### config.mk
export PLATFORM = sky130hd
export DESIGN_NAME = picorv32_pcpi_arb
export DESIGN_NICKNAME = d
export VERILOG_FILES = /design/src/rtl/picorv32_pcpi_arb.sv
export SDC_FILE = /design/constraint.sdc
export NUM_CORES = 1
export LEC_CHECK = 0
export BUFFER_PORTS_ARGS = -buffer_cell sky130_fd_sc_hd__buf_2
export CORE_AREA = 5 5 154 156
export DETAILED_ROUTE_END_ITERATION = 8
export DIE_AREA = 0 0 159 161
export SLEW_MARGIN = 10
export SYNTH_ARGS = -nofsm -noshare
export SYNTH_HDL_FRONTEND = slang
export SYNTH_SLANG_ARGS = --single-unit
### constraint.sdc
create_clock -name clk -period 5 [get_ports clk]
set_input_delay 0.25 -clock clk [delete_from_list [all_inputs] [get_ports clk]]
set_output_delay 0.25 -clock clk [all_outputs]
set_load 0.02 [all_outputs]
### src/rtl/picorv32_pcpi_arb.sv
// Round-robin arbiter that shares one multi-cycle PCPI coprocessor between two PCPI requesters.
// Losers are held off with pcpi_wait; the coprocessor response is routed back to the granted port.
module picorv32_pcpi_arb #(
    parameter logic [31:0] MATCH_MASK  = 32'hFE00007F,
    parameter logic [31:0] MATCH_VALUE = 32'h02000033,
    parameter int unsigned TIMEOUT     = 96
) (
    input  logic        clk,
    input  logic        resetn,

    input  logic        p0_pcpi_valid,
    input  logic [31:0] p0_pcpi_insn,
    input  logic [31:0] p0_pcpi_rs1,
    input  logic [31:0] p0_pcpi_rs2,
    output logic        p0_pcpi_wr,
    output logic [31:0] p0_pcpi_rd,
    output logic        p0_pcpi_wait,
    output logic        p0_pcpi_ready,

    input  logic        p1_pcpi_valid,
    input  logic [31:0] p1_pcpi_insn,
    input  logic [31:0] p1_pcpi_rs1,
    input  logic [31:0] p1_pcpi_rs2,
    output logic        p1_pcpi_wr,
    output logic [31:0] p1_pcpi_rd,
    output logic        p1_pcpi_wait,
    output logic        p1_pcpi_ready,

    output logic        co_pcpi_valid,
    output logic [31:0] co_pcpi_insn,
    output logic [31:0] co_pcpi_rs1,
    output logic [31:0] co_pcpi_rs2,
    input  logic        co_pcpi_wr,
    input  logic [31:0] co_pcpi_rd,
    input  logic        co_pcpi_wait,
    input  logic        co_pcpi_ready,

    output logic        timeout_err
);

    // TIMEOUT is expected in 2..255 so the grant timer fits in 8 bits.
    localparam int unsigned         TIMER_W    = 8;
    localparam logic [TIMER_W-1:0]  TIMER_LAST = TIMER_W'(TIMEOUT - 1);

    typedef enum logic [1:0] {
        ST_IDLE  = 2'd0,
        ST_GRANT = 2'd1,
        ST_DRAIN = 2'd2
    } state_t;

    state_t               state_q, state_d;
    logic                 gnt_q, gnt_d;
    logic                 last_q, last_d;
    logic [TIMER_W-1:0]   timer_q, timer_d;
    logic                 timeout_err_q, timeout_err_d;
    logic [1:0]           wait_q, wait_d;

    logic req0, req1;
    logic in_grant, gnt_valid, timer_hit, abort_to;
    logic sel0, sel1, ready0, ready1, abort0, abort1;

    // Request pre-decode and grant-qualified status.
    always_comb begin
        req0      = p0_pcpi_valid && ((p0_pcpi_insn & MATCH_MASK) == MATCH_VALUE);
        req1      = p1_pcpi_valid && ((p1_pcpi_insn & MATCH_MASK) == MATCH_VALUE);
        in_grant  = (state_q == ST_GRANT);
        gnt_valid = gnt_q ? p1_pcpi_valid : p0_pcpi_valid;
        timer_hit = (timer_q == TIMER_LAST);
        abort_to  = in_grant && !co_pcpi_ready && gnt_valid && timer_hit;
        sel0      = in_grant && !gnt_q;
        sel1      = in_grant && gnt_q;
        ready0    = sel0 && co_pcpi_ready;
        ready1    = sel1 && co_pcpi_ready;
        abort0    = abort_to && !gnt_q;
        abort1    = abort_to && gnt_q;
    end

    always_ff @(posedge clk or negedge resetn) begin
        if (!resetn) begin
            state_q       <= ST_IDLE;
            gnt_q         <= 1'b0;
            last_q        <= 1'b1;
            timer_q       <= '0;
            timeout_err_q <= 1'b0;
            wait_q        <= '0;
        end else begin
            state_q       <= state_d;
            gnt_q         <= gnt_d;
            last_q        <= last_d;
            timer_q       <= timer_d;
            timeout_err_q <= timeout_err_d;
            wait_q        <= wait_d;
        end
    end

    // Next state: grants only from IDLE, DRAIN lets the unit flush before the next grant.
    always_comb begin
        state_d       = state_q;
        gnt_d         = gnt_q;
        last_d        = last_q;
        timer_d       = timer_q;
        timeout_err_d = timeout_err_q;
        // A port completing or being aborted this cycle must not see wait raised next cycle.
        wait_d[0]     = req0 && !ready0 && !abort0;
        wait_d[1]     = req1 && !ready1 && !abort1;

        case (state_q)
            ST_IDLE: begin
                if (req0 || req1) begin
                    gnt_d   = (req0 && req1) ? !last_q : req1;
                    last_d  = gnt_d;
                    timer_d = '0;
                    state_d = ST_GRANT;
                end
            end
            ST_GRANT: begin
                if (co_pcpi_ready) begin
                    state_d = ST_DRAIN;
                end else if (!gnt_valid) begin
                    state_d = ST_DRAIN;
                end else if (timer_hit) begin
                    timeout_err_d = 1'b1;
                    state_d       = ST_DRAIN;
                end else begin
                    timer_d = timer_q + TIMER_W'(1);
                end
            end
            ST_DRAIN: begin
                if (!co_pcpi_wait) begin
                    state_d = ST_IDLE;
                end
            end
            default: begin
                state_d = ST_IDLE;
            end
        endcase
    end

    // Forward mux to the coprocessor and zero-latency response routing.
    always_comb begin
        co_pcpi_valid = 1'b0;
        co_pcpi_insn  = '0;
        co_pcpi_rs1   = '0;
        co_pcpi_rs2   = '0;
        if (in_grant) begin
            co_pcpi_valid = 1'b1;
            co_pcpi_insn  = gnt_q ? p1_pcpi_insn : p0_pcpi_insn;
            co_pcpi_rs1   = gnt_q ? p1_pcpi_rs1  : p0_pcpi_rs1;
            co_pcpi_rs2   = gnt_q ? p1_pcpi_rs2  : p0_pcpi_rs2;
        end

        p0_pcpi_ready = ready0;
        p1_pcpi_ready = ready1;
        p0_pcpi_wr    = ready0 && co_pcpi_wr;
        p1_pcpi_wr    = ready1 && co_pcpi_wr;
        p0_pcpi_rd    = sel0 ? co_pcpi_rd : '0;
        p1_pcpi_rd    = sel1 ? co_pcpi_rd : '0;
        p0_pcpi_wait  = wait_q[0] && !ready0 && !abort0;
        p1_pcpi_wait  = wait_q[1] && !ready1 && !abort1;
        timeout_err   = timeout_err_q;
    end

endmodule

==> run metrics <==
initial antenna violation count=2; fill count=about 2500; CP startpoint kind=flip-flop; Syn Area/Cell=7.140 µm²; global route overflow=0; number of synthesized flops with an enable pin=0; Tot Pwr=~0.00042 W; placed cell areas=approximately 0.0050 mm²; Final ANT Viol Nets=0; Mapped Cells=approximately 390; DIE AREA=between 0.02 and 0.03 mm²; RSZ-0062 raised after global routing=no; status=completed; cell row count=55; core box area=0.02223 mm²; met3 wire length=about 1200 µm; Power Density=82.88 mW/mm²; Cell variety after synth=between 40 and 50; syn nets=620; leakage=slightly below 3 nW; Initial Util=0.1246; post-CTS resize count=0; register area=380.4 µm²; fin crit period=about 2500 ps; clk sinks=15; Hold WC Path Type=input port to flip-flop; Final Hold Viols=0; worst-skew pair later-pin latency=between 200 and 300 ps; most common flop cell mapped by yosys=dfrtp_1; Pre-Repair DR Iteration Count=4; DRC viols=0; Worst setup EP type=output pin; Yosys reg bits=15; Multi-input gate area=between 0.002 and 0.0025 mm²; Rel. slew slack=0.4434; NumNets Final=slightly below 1000; Crit Path Category=flip-flop to output pin; post-DP HPWL=roughly 13000 µm; DR WL met2=~8100 µm; fin crit share=0.5080; Iteration-0 DRC Markers=203; clk buf depth=2; register area share after synthesis=0.1360; vias per cell=just over 4; Total GRT Usage=0.1082; yosys warns=0; fraction of registers with async set/reset=1.000; Port Buffers=398; setup TNS=0 ps; n_diodes=0; clk slew on worst S/H paths=around 50 ps; Worst-Margin Slew=834.0 ps; layout cell share with drive strength beyond 1=0.5421; chip height=about 160 µm; CP arrival=2290 ps; fmax=about 400 MHz; Worst VDD drop=0.07942 mV; Crit Path Max Fanout=48; CTS tree=done; Wirelength per Cell=approximately 15 µm; first-pass GRT wire length=23040 µm; Req. time, crit path=around 4800 ps; Netlist Area Pre-Place=between 0.002 and 0.003 mm²; maxcap violations=0; I/O pin cnt=approximately 400; vias=between 4000 and 5000; Final Max Slew Viols=0; Root Driver=clkbuf_16; met1 WL=6193 µm; clk_skew=around 1.9 ps; Chip Width=roughly 160 µm; Layout area overhead=84.55%; top layer in use=met5; largest net degree at the start of global routing=74; post-route cell area=between 0.005 and 0.006 mm²; vias in the first global route=about 4200; final wirelength=15650 µm; CTS buffer count=3; gpl congestion=0.8960; Final setup viols=0; H-tree depth=1
## cells in the final DEF (no fill, tap or decap), types with 4 or more instances in the layout
cell type,count
and3_1,34
buf_2,398
mux2i_1,97
o21ai_1,6
nand4_1,4
and2_1,36
dfrtp_1,13
nor2_1,106
nand2_1,4
nor3_1,4
or3_1,4
## what timing repair did
action | 4_1_cts | 5_1_grt
hold buffers | 1 | 0
setup buffers | 0 | 0
endpoints found under the hold margin | 14 | 0
## worst max-delay path, cell delays in order, from the launching register on
cell and delay [ps]:
dfrtp_4 640, buf_4 690, mux2i_1 400, nor2_1 80
buf_2 190
## state kept, by name, indices dropped and copies added (netlist names)
signal / flops
state_q: 2
timer_q: 8
wait_q: 2
last_q: 1
gnt_q: 1
timeout_err: 1
## synthesized netlist by cell type (all sizes together) (2+ instances only)
library cell	count	share of area
or3	5	0.013
nor3	4	0.0072
nor2b	3	0.0068
buf	14	0.025
o22ai	3	0.0068
o21ai	9	0.016
nand3	2	0.0036
nor4	2	0.0045
and2	36	0.081
a21oi	2	0.0036
and3	34	0.077
clkbuf	21	0.028
nand2	4	0.0054
o31ai	2	0.0072
inv	2	0.0027
a31oi	2	0.0045
dfrtp	14	0.13
and4b	2	0.0072
nand4	4	0.0090
nor3b	2	0.0054
o2bb2ai	2	0.0063
nor2	106	0.14
mux2i	97	0.35
nand2b	2	0.0045
## area by class of cell
type | instances | share of cell area
clock buffer | 4 | 0.01542
sequential | 15 | 0.07440
inverter | 2 | 0.001468
tap | 285 | 0.06975
timing repair buffer | 403 | 0.3999
multi-input combinational | 336 | 0.4391
## through the flow
| stage | setup WS, ps | hold slack, ps | cells | utilization |
|---|---|---|---|---|
| after floorplan | 3259 | -45.59 | 388 | - |
| after detailed placement | 2605 | 186.4 | 1040 | 0.2260 |
| after global placement | 2678 | 184.4 | 1040 | 0.2260 |
| after CTS | 2447 | 265.4 | 1045 | 0.2300 |
| after global routing | 2227 | 278.0 | 1045 | 0.2300 |
| final | 2460 | 272.1 | 1045 | 0.2300 |
## power by group
part | internal [W] | switching, W | total [W]
Sequential | 0.000124 | 0.00000291 | 0.000127
Combinational | 0.0000838 | 0.0000571 | 0.000141
Clock | 0.000108 | 0.0000479 | 0.000156
## kinds of logic (layout without fill, tap and decap cells)
family          count (synthesis)  after routing  share of synthesized area
xor+xnor                        1              1                   0.003162
fa+ha+maj                       1              1                   0.004516
buf+inv                        37            409                    0.05646
mux                            98             98                     0.3546
simple gates                  211            211                     0.3839
flops                          15             15                     0.1360
compound gates                 25             25                    0.06143
## worst paths after layout
kind / startpoint / end / slack, ps / cells past startpoint
worst max-delay path: gnt_q / co_pcpi_rs2[16] / 2460 / 4
worst max register to register: state_q[1] / state_q[0] / 2700 / 5
worst min-delay path: co_pcpi_wait / state_q[1] / 270 / 3
max in group asynchronous: resetn / last_q / 4240 / 2
min in group asynchronous: resetn / timer_q[5] / 450 / 2
worst min register to register: timeout_err / timeout_err / 450 / 1
## layer usage
layer | up-vias | track usage
li1 | 2085 | -
met1 | 1918 | 0.1302
met2 | 218 | 0.2038
met3 | 14 | 0.02245
met4 | 2 | 0.01202
met5 | - | 0
No activity file was read; power rests on OpenSTA's default activity.
